<file path="src/rtl/adder_accum_pkg.sv">
// Shared types for the handshaked adder/accumulator unit.
package adder_accum_pkg;

  typedef enum logic [1:0] {
    MODE_ADD = 2'b00,
    MODE_SUB = 2'b01,
    MODE_ACC = 2'b10,
    MODE_CLR = 2'b11
  } mode_t;

  typedef enum logic [1:0] {
    ST_IDLE = 2'b00,
    ST_BUSY = 2'b01,
    ST_DONE = 2'b10
  } state_t;

  localparam int OPCNT_W = 8;

endpackage

</file>
<file path="src/rtl/adder_accum_alu.sv">
// Combinational datapath: add, subtract, accumulate, clear.
// ADDACC_SAT_EN selects saturating SUB/ACC instead of wrap-around.
module adder_accum_alu
  import adder_accum_pkg::*;
#(
  parameter int WIDTH     = 4,
  parameter int ACC_WIDTH = 8
) (
  input  logic [WIDTH-1:0]     a,
  input  logic [WIDTH-1:0]     b,
  input  mode_t                mode,
  input  logic [ACC_WIDTH-1:0] acc,
  output logic [ACC_WIDTH-1:0] result_nxt,
  output logic [ACC_WIDTH-1:0] acc_nxt,
  output logic                 carry_nxt
);

  localparam int SW = WIDTH + 1;
  localparam int AW = ACC_WIDTH + 1;

  logic [SW-1:0] sum;
  logic [SW-1:0] diff;
  logic [AW-1:0] acc_sum;

  assign sum     = SW'(a) + SW'(b);
  // The top bit of the one-bit-wider difference is the borrow.
  assign diff    = SW'(a) - SW'(b);
  assign acc_sum = AW'(acc) + AW'(a) + AW'(b);

  always_comb begin
    result_nxt = '0;
    acc_nxt    = acc;
    carry_nxt  = 1'b0;
    case (mode)
      MODE_ADD: begin
        result_nxt = ACC_WIDTH'(sum);
        carry_nxt  = sum[WIDTH];
      end
      MODE_SUB: begin
        carry_nxt  = diff[WIDTH];
        result_nxt = ACC_WIDTH'(diff[WIDTH-1:0]);
`ifdef ADDACC_SAT_EN
        if (diff[WIDTH]) result_nxt = '0;
`endif
      end
      MODE_ACC: begin
        carry_nxt = acc_sum[ACC_WIDTH];
        acc_nxt   = acc_sum[ACC_WIDTH-1:0];
`ifdef ADDACC_SAT_EN
        if (acc_sum[ACC_WIDTH]) acc_nxt = '1;
`endif
        result_nxt = acc_nxt;
      end
      MODE_CLR: begin
        acc_nxt = '0;
      end
      default: ;
    endcase
  end

endmodule

</file>
<file path="src/rtl/adder_accum_unit.sv">
// Handshaked adder/accumulator: IDLE -> BUSY -> DONE, result held until consumed.
// Optional saturating arithmetic via ADDACC_SAT_EN (implemented in adder_accum_alu).
module adder_accum_unit
  import adder_accum_pkg::*;
#(
  parameter int WIDTH     = 4,
  parameter int ACC_WIDTH = 8
) (
  input  logic                 clk,
  input  logic                 reset,
  input  logic                 in_valid,
  output logic                 in_ready,
  input  logic [WIDTH-1:0]     op_a,
  input  logic [WIDTH-1:0]     op_b,
  input  logic [1:0]           mode,
  output logic                 out_valid,
  input  logic                 out_ready,
  output logic [ACC_WIDTH-1:0] result,
  output logic                 carry,
  output logic [OPCNT_W-1:0]   op_count,
  output state_t               state_dbg
);

  // Handshake: a transfer happens on a rising edge where valid and ready are
  // both high. ready/valid here are decoded from state only, so neither
  // in_valid nor out_ready reaches any output combinationally.

  state_t                 state_q, state_d;
  logic [WIDTH-1:0]       a_q, b_q;
  mode_t                  mode_q;
  logic [ACC_WIDTH-1:0]   acc_q;
  logic [ACC_WIDTH-1:0]   result_q;
  logic                   carry_q;
  logic [OPCNT_W-1:0]     cnt_q;

  logic [ACC_WIDTH-1:0]   result_nxt, acc_nxt;
  logic                   carry_nxt;
  logic                   accept;

  assign in_ready  = (state_q == ST_IDLE);
  assign out_valid = (state_q == ST_DONE);
  assign accept    = in_ready && in_valid;
  assign result    = result_q;
  assign carry     = carry_q;
  assign op_count  = cnt_q;
  assign state_dbg = state_q;

  adder_accum_alu #(
    .WIDTH     (WIDTH),
    .ACC_WIDTH (ACC_WIDTH)
  ) u_alu (
    .a          (a_q),
    .b          (b_q),
    .mode       (mode_q),
    .acc        (acc_q),
    .result_nxt (result_nxt),
    .acc_nxt    (acc_nxt),
    .carry_nxt  (carry_nxt)
  );

  always_comb begin
    state_d = state_q;
    case (state_q)
      ST_IDLE: if (accept) state_d = ST_BUSY;
      ST_BUSY: state_d = ST_DONE;
      ST_DONE: if (out_ready) state_d = ST_IDLE;
      default: state_d = ST_IDLE;
    endcase
  end

  always_ff @(posedge clk or posedge reset) begin
    if (reset) begin
      state_q  <= ST_IDLE;
      a_q      <= '0;
      b_q      <= '0;
      mode_q   <= MODE_ADD;
      acc_q    <= '0;
      result_q <= '0;
      carry_q  <= 1'b0;
      cnt_q    <= '0;
    end else begin
      state_q <= state_d;
      if (accept) begin
        a_q    <= op_a;
        b_q    <= op_b;
        mode_q <= mode_t'(mode);
      end
      if (state_q == ST_BUSY) begin
        result_q <= result_nxt;
        carry_q  <= carry_nxt;
        acc_q    <= acc_nxt;
        cnt_q    <= cnt_q + 1'b1;
      end
    end
  end

endmodule

</file>
<file path="config.mk">
export PLATFORM = sky130hd
export DESIGN_NAME = adder_accum_unit
export DESIGN_NICKNAME = d
export VERILOG_FILES = /design/src/rtl/adder_accum_pkg.sv /design/src/rtl/adder_accum_alu.sv /design/src/rtl/adder_accum_unit.sv
export SDC_FILE = /design/constraint.sdc
export NUM_CORES = 1
export LEC_CHECK = 0
export ABC_AREA = 1
export CORE_UTILIZATION = 48
export DETAILED_ROUTE_END_ITERATION = 12
export PLACE_DENSITY = 0.78
export SLEW_MARGIN = 20
export SYNTH_ARGS = -nofsm -noshare
export SYNTH_HDL_FRONTEND = slang
export SYNTH_SLANG_ARGS = --single-unit
</file>
<file path="constraint.sdc">
create_clock -name clk -period 2.2 [get_ports clk]
set_input_delay 0.66 -clock clk [delete_from_list [all_inputs] [get_ports clk]]
set_output_delay 0.66 -clock clk [all_outputs]
set_load 0.005 [all_outputs]
</file>
## Word level (Yosys, flattened, before mapping)

Index checks and enable logic that the tools add are counted.

| storage, ports and cells | value |
|---|---|
| register bits after elaboration | 37 |
| input bits | 14 |
| output and inout port bits | 21 |
| word-level logic and storage cells | 32 |

| operators by class | value |
|---|---|
| add/subtract/negate cells | 5 |
| equality and inequality tests | 7 |
| muxes and demuxes | 6 |
| reduce and logical (&&, ||, !) cells | 6 |

Operator list:

| cell | number |
|---|---|
| 8-bit one-hot mux with 3 select lines | 1 |
| 8-bit one-hot mux with 2 select lines | 1 |
| 8-bit by 4-bit adder with 9-bit output | 1 |
| 9-bit by 4-bit adder with 9-bit output | 1 |
| 8-bit by 1-bit adder with 8-bit output (second input constant) | 1 |
| 2-bit == test (second input constant) | 3 |
| 2-bit one-hot mux with 3 select lines | 1 |
| 4-bit by 4-bit adder with 5-bit output | 1 |
| 4-bit by 4-bit subtractor with 5-bit output | 1 |
| 2-bit by 1-bit == test with 1-bit output (second input constant) | 2 |
| 2-bit zero test | 2 |
| 2-bit 2-to-1 mux | 2 |
| 2-bit by 1-bit inequality test with 1-bit output (second input constant) | 2 |
| 2-bit AND reduction | 2 |
| 1-bit one-hot mux with 3 select lines | 1 |
| 2-bit nonzero test | 1 |
| 1-bit logical AND | 1 |

## Depth between registers and ports, before layout

| depth | value |
|---|---|
| depth after elaboration | 4 |
| depth in mapped cells | 11 |

## Modules after synthesis

A second synthesis with hierarchy kept.

| second synthesis, totals | value |
|---|---|
| cells, all modules | 265 |
| area, all modules | 2351.0 sq um |

By module, submodules not included:

| module | times used | cells each | area each (sq um) |
|---|---|---|---|
| adder_accum_unit | 1 | 134 | 1555.2 |
| adder_accum_alu | 1 | 131 | 795.8 |

## Least setup slack after synthesis

OpenSTA, ideal clock, no wires.

| timing | value |
|---|---|
| kind | flip-flop to flip-flop |
| start point | reg a_q[1] |
| end point | reg acc_q[7] |
| setup time | 83 ps |
| arrival | 2101 ps |
| required time | 2117 ps |
| setup slack | 17 ps |
| cell stages (with the launch flop) | 12 |
| clock period less this slack | 2183 ps |
| path through | dfrtp_1 > fa_1 > ha_1 > inv_1 > fa_1 > inv_1 > nand3_1 > nand2_1 > nand2_1 > o21ai_0 > nand3_1 > o21ai_0 |

| on the way | value |
|---|---|
| longest elaborated chain between the ends | 3 |

RTL lines:

| what | RTL line | RTL |
|---|---|---|
| start, declared | adder_accum_unit.sv:29 | `logic [WIDTH-1:0] a_q, b_q;` |
| start signal, assigned | adder_accum_unit.sv:84 | `a_q <= op_a;` |
| 8-bit by 4-bit adder with 9-bit output | adder_accum_alu.sv:28 | `assign acc_sum = AW'(acc) + AW'(a) + AW'(b);` |
| 9-bit by 4-bit adder with 9-bit output | adder_accum_alu.sv:28 |  |
| 8-bit one-hot mux with 2 select lines | adder_accum_alu.sv:34 | `case (mode)` |
| end signal, assigned | adder_accum_unit.sv:91 | `acc_q <= acc_nxt;` |
| end, declared | adder_accum_unit.sv:31 | `logic [ACC_WIDTH-1:0] acc_q;` |

Every way passes these cells.
A chain may end at the register's enable or synchronous reset.

## Worst setup path in the final report

| timing | value |
|---|---|
| start point | reg acc_q[1] |
| end point | reg acc_q[7] |

| on the way | value |
|---|---|
| longest elaborated chain between the ends | 3 |

RTL lines:

| what | RTL line |
|---|---|
| 8-bit by 4-bit adder with 9-bit output | adder_accum_alu.sv:28 |
| 9-bit by 4-bit adder with 9-bit output | adder_accum_alu.sv:28 |
| 8-bit one-hot mux with 2 select lines | adder_accum_alu.sv:34 |

Every way passes these cells.

==> key figures <==
Worst setup path
  • Worst EP required: between 2 and 2.5 ns
  • Critical-path maximum fanout: 4
  • Setup CP Type: reg -> reg
  • CP Capture Type: flip-flop
  • Reg2reg start: acc_q[1]
  • Worst Reg-to-Reg Cells: 11
  • Worst setup startpoint: acc_q[1]
  • CP Launch Type: flip-flop
  • Worst EP arrival: between 2 and 2.5 ns

STA
  • Slew @ Worst Pin: ~0.5 ns
  • Min Tclk post-route: ~2.1 ns
  • Fin. max-slew vios: 0
  • Unrepaired setup endpoints after global routing: true
  • Final setup skew: 0.004557 ns
  • Setup Viol. Count Final: 0
  • Final setup TNS: 0 ns
  • Crit share post-route: 96.55%
  • Achievable frequency: about 0.47 GHz
  • Hold Vio Cnt, Final: 0
  • Final hold slack: around 0.48 ns
  • Max-slew headroom: between 60% and 70%

Clock tree
  • Clock sinks: 37
  • Number of CTS-inserted buffers: 5
  • Htree depth: 2
  • CTS Buffer Depth: 2
  • Worst-path clk slew: 0.08 ns
  • Clock Latency Late Sink: ~0.29 ns
  • Clk root buf: clkbuf_8
  • CTS tree: done

Synthesis
  • Syn Area/Cell: around 8.7 um^2
  • Yosys warns: 0
  • Syn nets: 276
  • Register area share after synthesis: around 44%
  • Register bit total from synthesis: 37
  • Cells after synthesis: 242
  • Synthesized area: 2107 um^2
  • Yosys cell types: 27

Floorplanning
  • Initial core utilization: between 50 and 60%
  • IO Pins: 35
  • Die ar.: about 4700 um^2
  • Die width: between 60 and 70 um
  • Row cnt: 23
  • Core area: 4115 um^2
  • Die Ht: ~68 um

Power
  • Pleak: between 1 and 1.5 nW
  • Combinational power share: a little over half
  • Clock share of power: 17.3%
  • Internal: 2.350 mW
  • Worst vdd rail ir drop: ~0.00083 V
  • Switching share of power: between 40% and 50%
  • P per Cell Area: roughly 1500 nW/um^2
  • Switching power: approximately 1.7 mW
  • Flop pwr share: between 20% and 30%

Routing
  • DRT iter0 DRCs: 62
  • Remaining DRCs: 0
  • Post-route ant nets: 0
  • Vias after detailed routing: ~1,700
  • Routed length per instance: 12.50 um
  • Final WL: 4.199 mm
  • 1st-pass router iterations: 4
  • Vias per inst: 4.967

Placement
  • GPL Wtd Cong: ~0.9
  • Placed insts: 328
  • DP HPWL: 3.142 mm
  • PortBufs: 34
  • DP Area: 2520 um^2

Finish
  • Layout cells sized above 1: a little over a tenth
  • Post-route cell area: about 2700 um^2
  • Final std cells w/o fill: ~340
  • Fin util: about two thirds
  • NumNets Final: around 320
  • Syn-to-layout area delta: 27.38%
  • Antenna cell count: 0

GRT
  • Vias in the first global route: between 1,500 and 2,000
  • Initial antenna violation count: 0
  • First-pass GRT wire length: roughly 7 mm
  • Total grt overflow: 0
  • Total GRT Usage: ~20%
  • Largest net degree at the start of global routing: 38

Run
  • Max Cap Violations: 0

Worst hold path
  • HP Class: reg -> reg
  • Hold depth: 2
  • Hold Crit Start: result[6]

Outcome
  • Status: finished, final reports clean
cells in the final DEF (no fill, tap or decap), types with 2 or more instances in the layout:
master,instances
inv_2,4
nand3_1,10
nand2_1,81
nand4_1,3
nand3_2,2
o21ai_1,5
nand2_4,3
a21oi_1,9
xor2_1,6
nor2_1,6
buf_4,5
dfrtp_1,37
clkdlybuf4s50_1,34
clkbuf_8,5
bufinv_16,2
nor3_1,2
fa_1,6
nor2_4,2
ha_1,11
xnor2_1,2
inv_1,25
o21ai_0,16
layout make-up:
type	count	area, um^2
well taps	50	62.56
inverters	29	108.9
flip-flops and latches	37	925.9
repair buffers	39	377.9
fillers	350	1431
clock buffers	5	68.82
multi-input cells	173	1075
clock inverters	3	65.06
critical path, cell delays in order (launching register included):
cell     delay, ns
dfrtp_1       0.40
fa_1          0.54
ha_2          0.18
inv_2         0.04
fa_2          0.33
inv_2         0.07
nand3_2       0.08
nand2_4       0.08
nand2_1       0.05
o21ai_1       0.11
nand3_1       0.09
o21ai_1       0.08
logic make-up after synthesis:
group	after synthesis	synth area share [%]
and+or+nand+nor	113	23.99
buffers and inverters	32	6.473
DFF	37	43.94
AOI/OAI and AO/OA	32	7.898
adders and majority gates	20	14.37
xor gates and xnor gates	8	3.326
final timing paths:
| path | end | slack (ns) |
|---|---|---|
| min in group asynchronous | op_count[1] | 0.77 |
| setup reg to reg | acc_q[7] | 0.08 |
| max in group asynchronous | result[2] | 1.11 |
| hold / removal | result[6] | 0.48 |
| setup / recovery | acc_q[7] | 0.08 |
| hold reg to reg | result[6] | 0.48 |
flip-flops by register name (all words and copies together) (netlist names):
register	flops
b_q	4
carry	1
mode_q	2
result	8
state_dbg	2
acc_q	8
op_count	8
a_q	4
metrics by stage:
| step | setup slack (ns) | power [mW] |
|---|---|---|
| detailed placement | -0.05250 | 3.186 |
| global route | -0.02276 | 4.390 |
| floorplan | 0.01668 | 2.477 |
| finish | 0.07591 | 4.010 |
| CTS | 0.003895 | 3.926 |
| global placement | 0.03392 | 3.117 |
layer usage:
metal,routed length [um],global-route usage [%],vias up
li1,-,-,852
met1,1972,25.08,766
met2,1993,34.56,45
met3,179,5.167,6
met4,55,5.729,0
met5,0,0,-
cell usage after synthesis (all sizes together):
cell type	instances	area, um^2
dfrtp	37	925.9
nor3	3	26.28
o311ai	1	8.760
nand3	12	65.06
or2	1	6.260
nor2	9	51.30
o21ai	21	105.1
inv	29	108.9
fa	7	140.1
nand3b	1	7.510
nand4	3	18.77
xor2	6	52.55
xnor2	2	17.52
o211ai	1	7.510
a21oi	9	45.04
nand2	84	330.3
buf	3	27.52
ha	13	162.7
power by group through the flow:
stage	clock (mW)	sequential [mW]	combinational (mW)
6_report	0.695	1.17	2.14
5_1_grt	0.735	1.22	2.44
4_1_cts	0.701	1.18	2.05
3_5_place_dp	0	1.19	2.00
3_3_place_gp	0	1.17	1.94
2_1_floorplan	0	1.16	1.31
what timing repair did:
action | CTS | global route
gates resized for setup | 5 | 7
hold buffers | 0 | 0
pin swaps | 4 | 3
buffers inserted | 0 | 0
cloned | 0 | 0
endpoints found under the hold margin | 0 | 0
setup endpoints to repair | 4 | 8
(Power assumes the default switching activity.)
==> patch 1: new RTL, same flow settings <==
The option `ADDACC_SAT_EN` is turned on by a define.
--- a/src/rtl/adder_accum_alu.sv
+++ b/src/rtl/adder_accum_alu.sv
@@ -1,4 +1,6 @@
 // Combinational datapath: add, subtract, accumulate, clear.
 // ADDACC_SAT_EN selects saturating SUB/ACC instead of wrap-around.
+`define ADDACC_SAT_EN
+
 module adder_accum_alu
   import adder_accum_pkg::*;
Behaviour: not the same (a bounded check fails within 4 cycles, from zero or initial values and one cycle with reset high).
==> patch 1 against the original RTL <==
Worst setup slack got worse by 0.13 ns. Largest power group unchanged. Total power rose by 13%. Sequential cell count did not move. Highest routed layer unchanged. The run now ends with setup timing left. Worst hold slack improved by 0.0058 ns. Synthesized area rose by 4.7%. First-iteration DRC count rose by 35%. Clock skew rose by 0.0019 ns. Wire length rose by 17%. Cell area rose by 8.1%.
==> patch 1: results (changes against the original RTL) <==
metric;value;unit;change
vdd_ir_drop_max;0.871;mV;+5.1%
drive_gt1_share;19.7;%;+9.3 points
grt_pass1_wl;8.31;mm;+20%
cts_buffers;5;;unchanged
ys_types;26;;-3.7%
holdWs;0.490;ns;+0.00577 ns
ys_seq_area_share;42.0;%;-2.0 points
vias_per_cell;5.00;;+0.66%
outcome;finished with violations;;
violations;setup timing;;
synthCells;263;;+8.7%
leakage;0.00149;uW;+9.3%
fin_ws;-0.0524;ns;-0.128 ns
nets;352;;+10%
path_max_fanout;2;;-2
dp_cells;355;;+8.2%
synth_nets;297;;+7.6%
grtUsageTotal;21.8;%;+1.6 points
drt-total-wl;4.92;mm;+17%
gp_congestion;0.873;;-1.5%
fin_tns_setup;-0.122;ns;-0.122 ns
setup_viol;3;;+3
synthTopCellsByArea;dfrtp_1, nand2_1, ha_1;;
drt-wirelength-per-cell;13.2;um;+6.0%
area_growth;31.5;%;
crit_arrival;2.43;ns;+0.09 ns
dr.pass1.iters;5;;+1
placed_cell_area;2670;sq um;+5.8%
critPathMaxStageDelay;0.48;ns;-0.06 ns
yosys-top-cells-count;nand2_1, dfrtp_1, inv_1, nand3_1;;
fill_cells;351;;+0.29%
hpwl;3.47;mm;+10%
slew_headroom;69.1;%;+2.4 points
finClkSkew;0.00651;ns;+0.00195 ns
drt_iter0_drc;84;;+35%
grt_pass1_vias;1782;;+13%
async_reset_ff_share;100;%;unchanged
-- patch 1: layout make-up --
| class | instances | area [sq um] | area share (%) |
|---|---|---|---|
| repair buffers | 51 | 468 | 16.1 |
| flip-flops and latches | 37 | 926 | 31.9 |
| clock buffers | 6 | 72.6 | 2.50 |
| well taps | 52 | 65.1 | 2.24 |
| clock inverters | 2 | 10.0 | 0.345 |
| multi-input cells | 185 | 1210 | 41.8 |
| inverters | 38 | 148 | 5.09 |
-- patch 1: where the power goes --
part / internal (uW) / switching, uW
combinational: 1330 / 1600
clock: 220 / 239
sequential: 931 / 199
total: 2480 / 2040
-- patch 1: logic make-up after synthesis --
logic type	share of synthesized area [%]
simple gates	27.1
buf+inv	7.49
flops	42.0
compound gates	6.18
fa+ha+maj	13.7
xor+xnor	3.57
-- patch 1: path summary, 6_finish.rpt --
| check | end | from | cells past startpoint |
|---|---|---|---|
| max | result[3] | a_q[1] | 12 |
| min | result[1] | result[1] | 2 |
| max reg2reg | result[3] | a_q[1] | 12 |
| min reg2reg | result[1] | result[1] | 2 |
| max in group asynchronous | mode_q[0] | reset | 3 |
| min in group asynchronous | result[7] | reset | 3 |
-- patch 1: stage by stage --
stage                     utilization (%)  setup slack [ns]  total power, uW
after floorplan                         -            0.0253             2770
after global placement               60.8            0.0175             3530
after detailed placement             60.8           -0.0544             3580
after CTS                            63.4           -0.0197             4140
after global routing                 66.2            -0.175             4970
final                                66.2           -0.0524             4530
-- patch 1: what timing repair did --
item	in CTS	in global routing
buffers inserted	4	4
setup endpoints to repair	7	14
pin swaps	3	12
gates resized for setup	2	22
hold buffers	0	0
-- patch 1: worst register-to-register path, stage by stage (launching register included) --
cell	delay, ns
dfrtp_1	0.37
inv_2	0.05
fa_1	0.48
inv_1	0.07
ha_2	0.18
inv_2	0.04
fa_2	0.36
xor2_1	0.19
nand3_1	0.10
nand2_1	0.12
nand3_1	0.07
nand2_1	0.06
nand2_1	0.05
-- patch 1: routing by layer --
| layer | routed length (um) | track usage [%] | vias up |
|---|---|---|---|
| li1 | - | - | 922 |
| met1 | 2230 | 28.4 | 886 |
| met2 | 2450 | 36.3 | 39 |
| met3 | 154 | 4.36 | 8 |
| met4 | 80 | 7.56 | 0 |
| met5 | 0 | 0 | - |
==> patch 2: new RTL, same flow settings <==
Without the edit above. Register the input `mode` before use, without a reset. The logic sees it one clock later. The other inputs are not delayed to match.
--- a/src/rtl/adder_accum_unit.sv
+++ b/src/rtl/adder_accum_unit.sv
@@ -21,4 +21,10 @@
   output state_t               state_dbg
 );
+
+  logic [1:0] mode_r;
+
+  always_ff @(posedge clk) begin
+    mode_r <= mode;
+  end
 
   // Handshake: a transfer happens on a rising edge where valid and ready are
@@ -84,5 +90,5 @@
         a_q    <= op_a;
         b_q    <= op_b;
-        mode_q <= mode_t'(mode);
+        mode_q <= mode_t'(mode_r);
       end
       if (state_q == ST_BUSY) begin
Formal check against the unedited RTL: not equivalent (a bounded check fails within 4 cycles, from zero or initial values and one cycle with reset high).
==> patch 2 against the original RTL <==
The flow now finishes with violations (setup timing). Sequential share of layout area rose by 0.62 points. Worst hold slack got worse by 0.048 ns. Sequential cell count rose by 2. Total power rose by 1.9%. Wire length rose by 5.2%. Worst setup slack got worse by 0.081 ns. Cell area rose by 2.6%. Synthesized area rose by 3.6%. Critical endpoint unchanged. Largest power group unchanged.
==> patch 2: results (changes against the original RTL) <==
metric;value;unit;change
fill_cells;366;;+4.6%
ys_types;32;;+19%
swShare;42.4;%;+1.0 points
setup_viol;1;;+1
synth_compound_area_share;6.65;%;-1.3 points
nets;323;;+1.3%
leakage;0.00140;uW;+3.1%
critPathLaunch;a_q[1];;
grt_pass1_wl;7.78;mm;+13%
drive_gt1_share;13.1;%;+2.6 points
finClkSkew;0.0101;ns;+0.00551 ns
drt_iter0_drc;71;;+15%
routed-wl-met2;2.13;mm;+6.9%
synth_xor_area_share;3.55;%;+0.23 points
slew_headroom;68.2;%;+1.5 points
holdWs;0.436;ns;-0.0479 ns
violations;setup timing;;
drt-total-wl;4.42;mm;+5.2%
wl_met3;199;um;+11%
synth_nets;280;;+1.4%
ys_seq_area_share;44.2;%;+0.30 points
place_ws;-0.0639;ns;-0.0114 ns
rrSetupSlack;-0.005;ns;-0.08 ns
outcome;finished with violations;;
vdd_ir_drop_max;0.672;mV;-19%
gp_congestion;0.882;;-0.44%
async_reset_ff_share;94.9;%;-5.1 points
drt-wirelength-per-cell;12.9;um;+3.3%
min_from;mode_r[0];;
fin_ws;-0.00528;ns;-0.0812 ns
yosys-top-cells-count;nand2_1, dfrtp_1, inv_1, nand3_1, ha_1;;
[patch 2: stage by stage]
step	setup TNS, ns	area (sq um)	total power, uW	utilization (%)
5_1_grt	-0.193	2750	4500	63.2
2_1_floorplan	0	2180	2590	-
6_report	-0.00528	2750	4090	63.2
3_5_place_dp	-0.0875	2580	3260	59.3
4_1_cts	0	2710	3950	62.3
3_3_place_gp	0	2580	3200	59.3
[patch 2: what timing repair did]
item	in CTS	in global routing
resized for setup	5	8
setup buffers	1	1
endpoints found under the setup margin	2	9
pin swaps	2	5
[patch 2: cell type report]
cell class	instances	area, sq um	share of cell area [%]
multi-input cells	174	1110	40.3
repair buffers	40	385	14.0
clock inverters	2	35.0	1.27
flip-flops and latches	39	967	35.1
well taps	52	65.1	2.36
inverters	29	109	3.95
clock buffers	6	82.6	3.00
[patch 2: metal layers]
layer | vias up | GRT usage (%)
met2 | 54 | 32.9
met4 | 0 | 7.94
met5 | - | 0
li1 | 868 | -
met1 | 845 | 26.5
met3 | 10 | 5.52
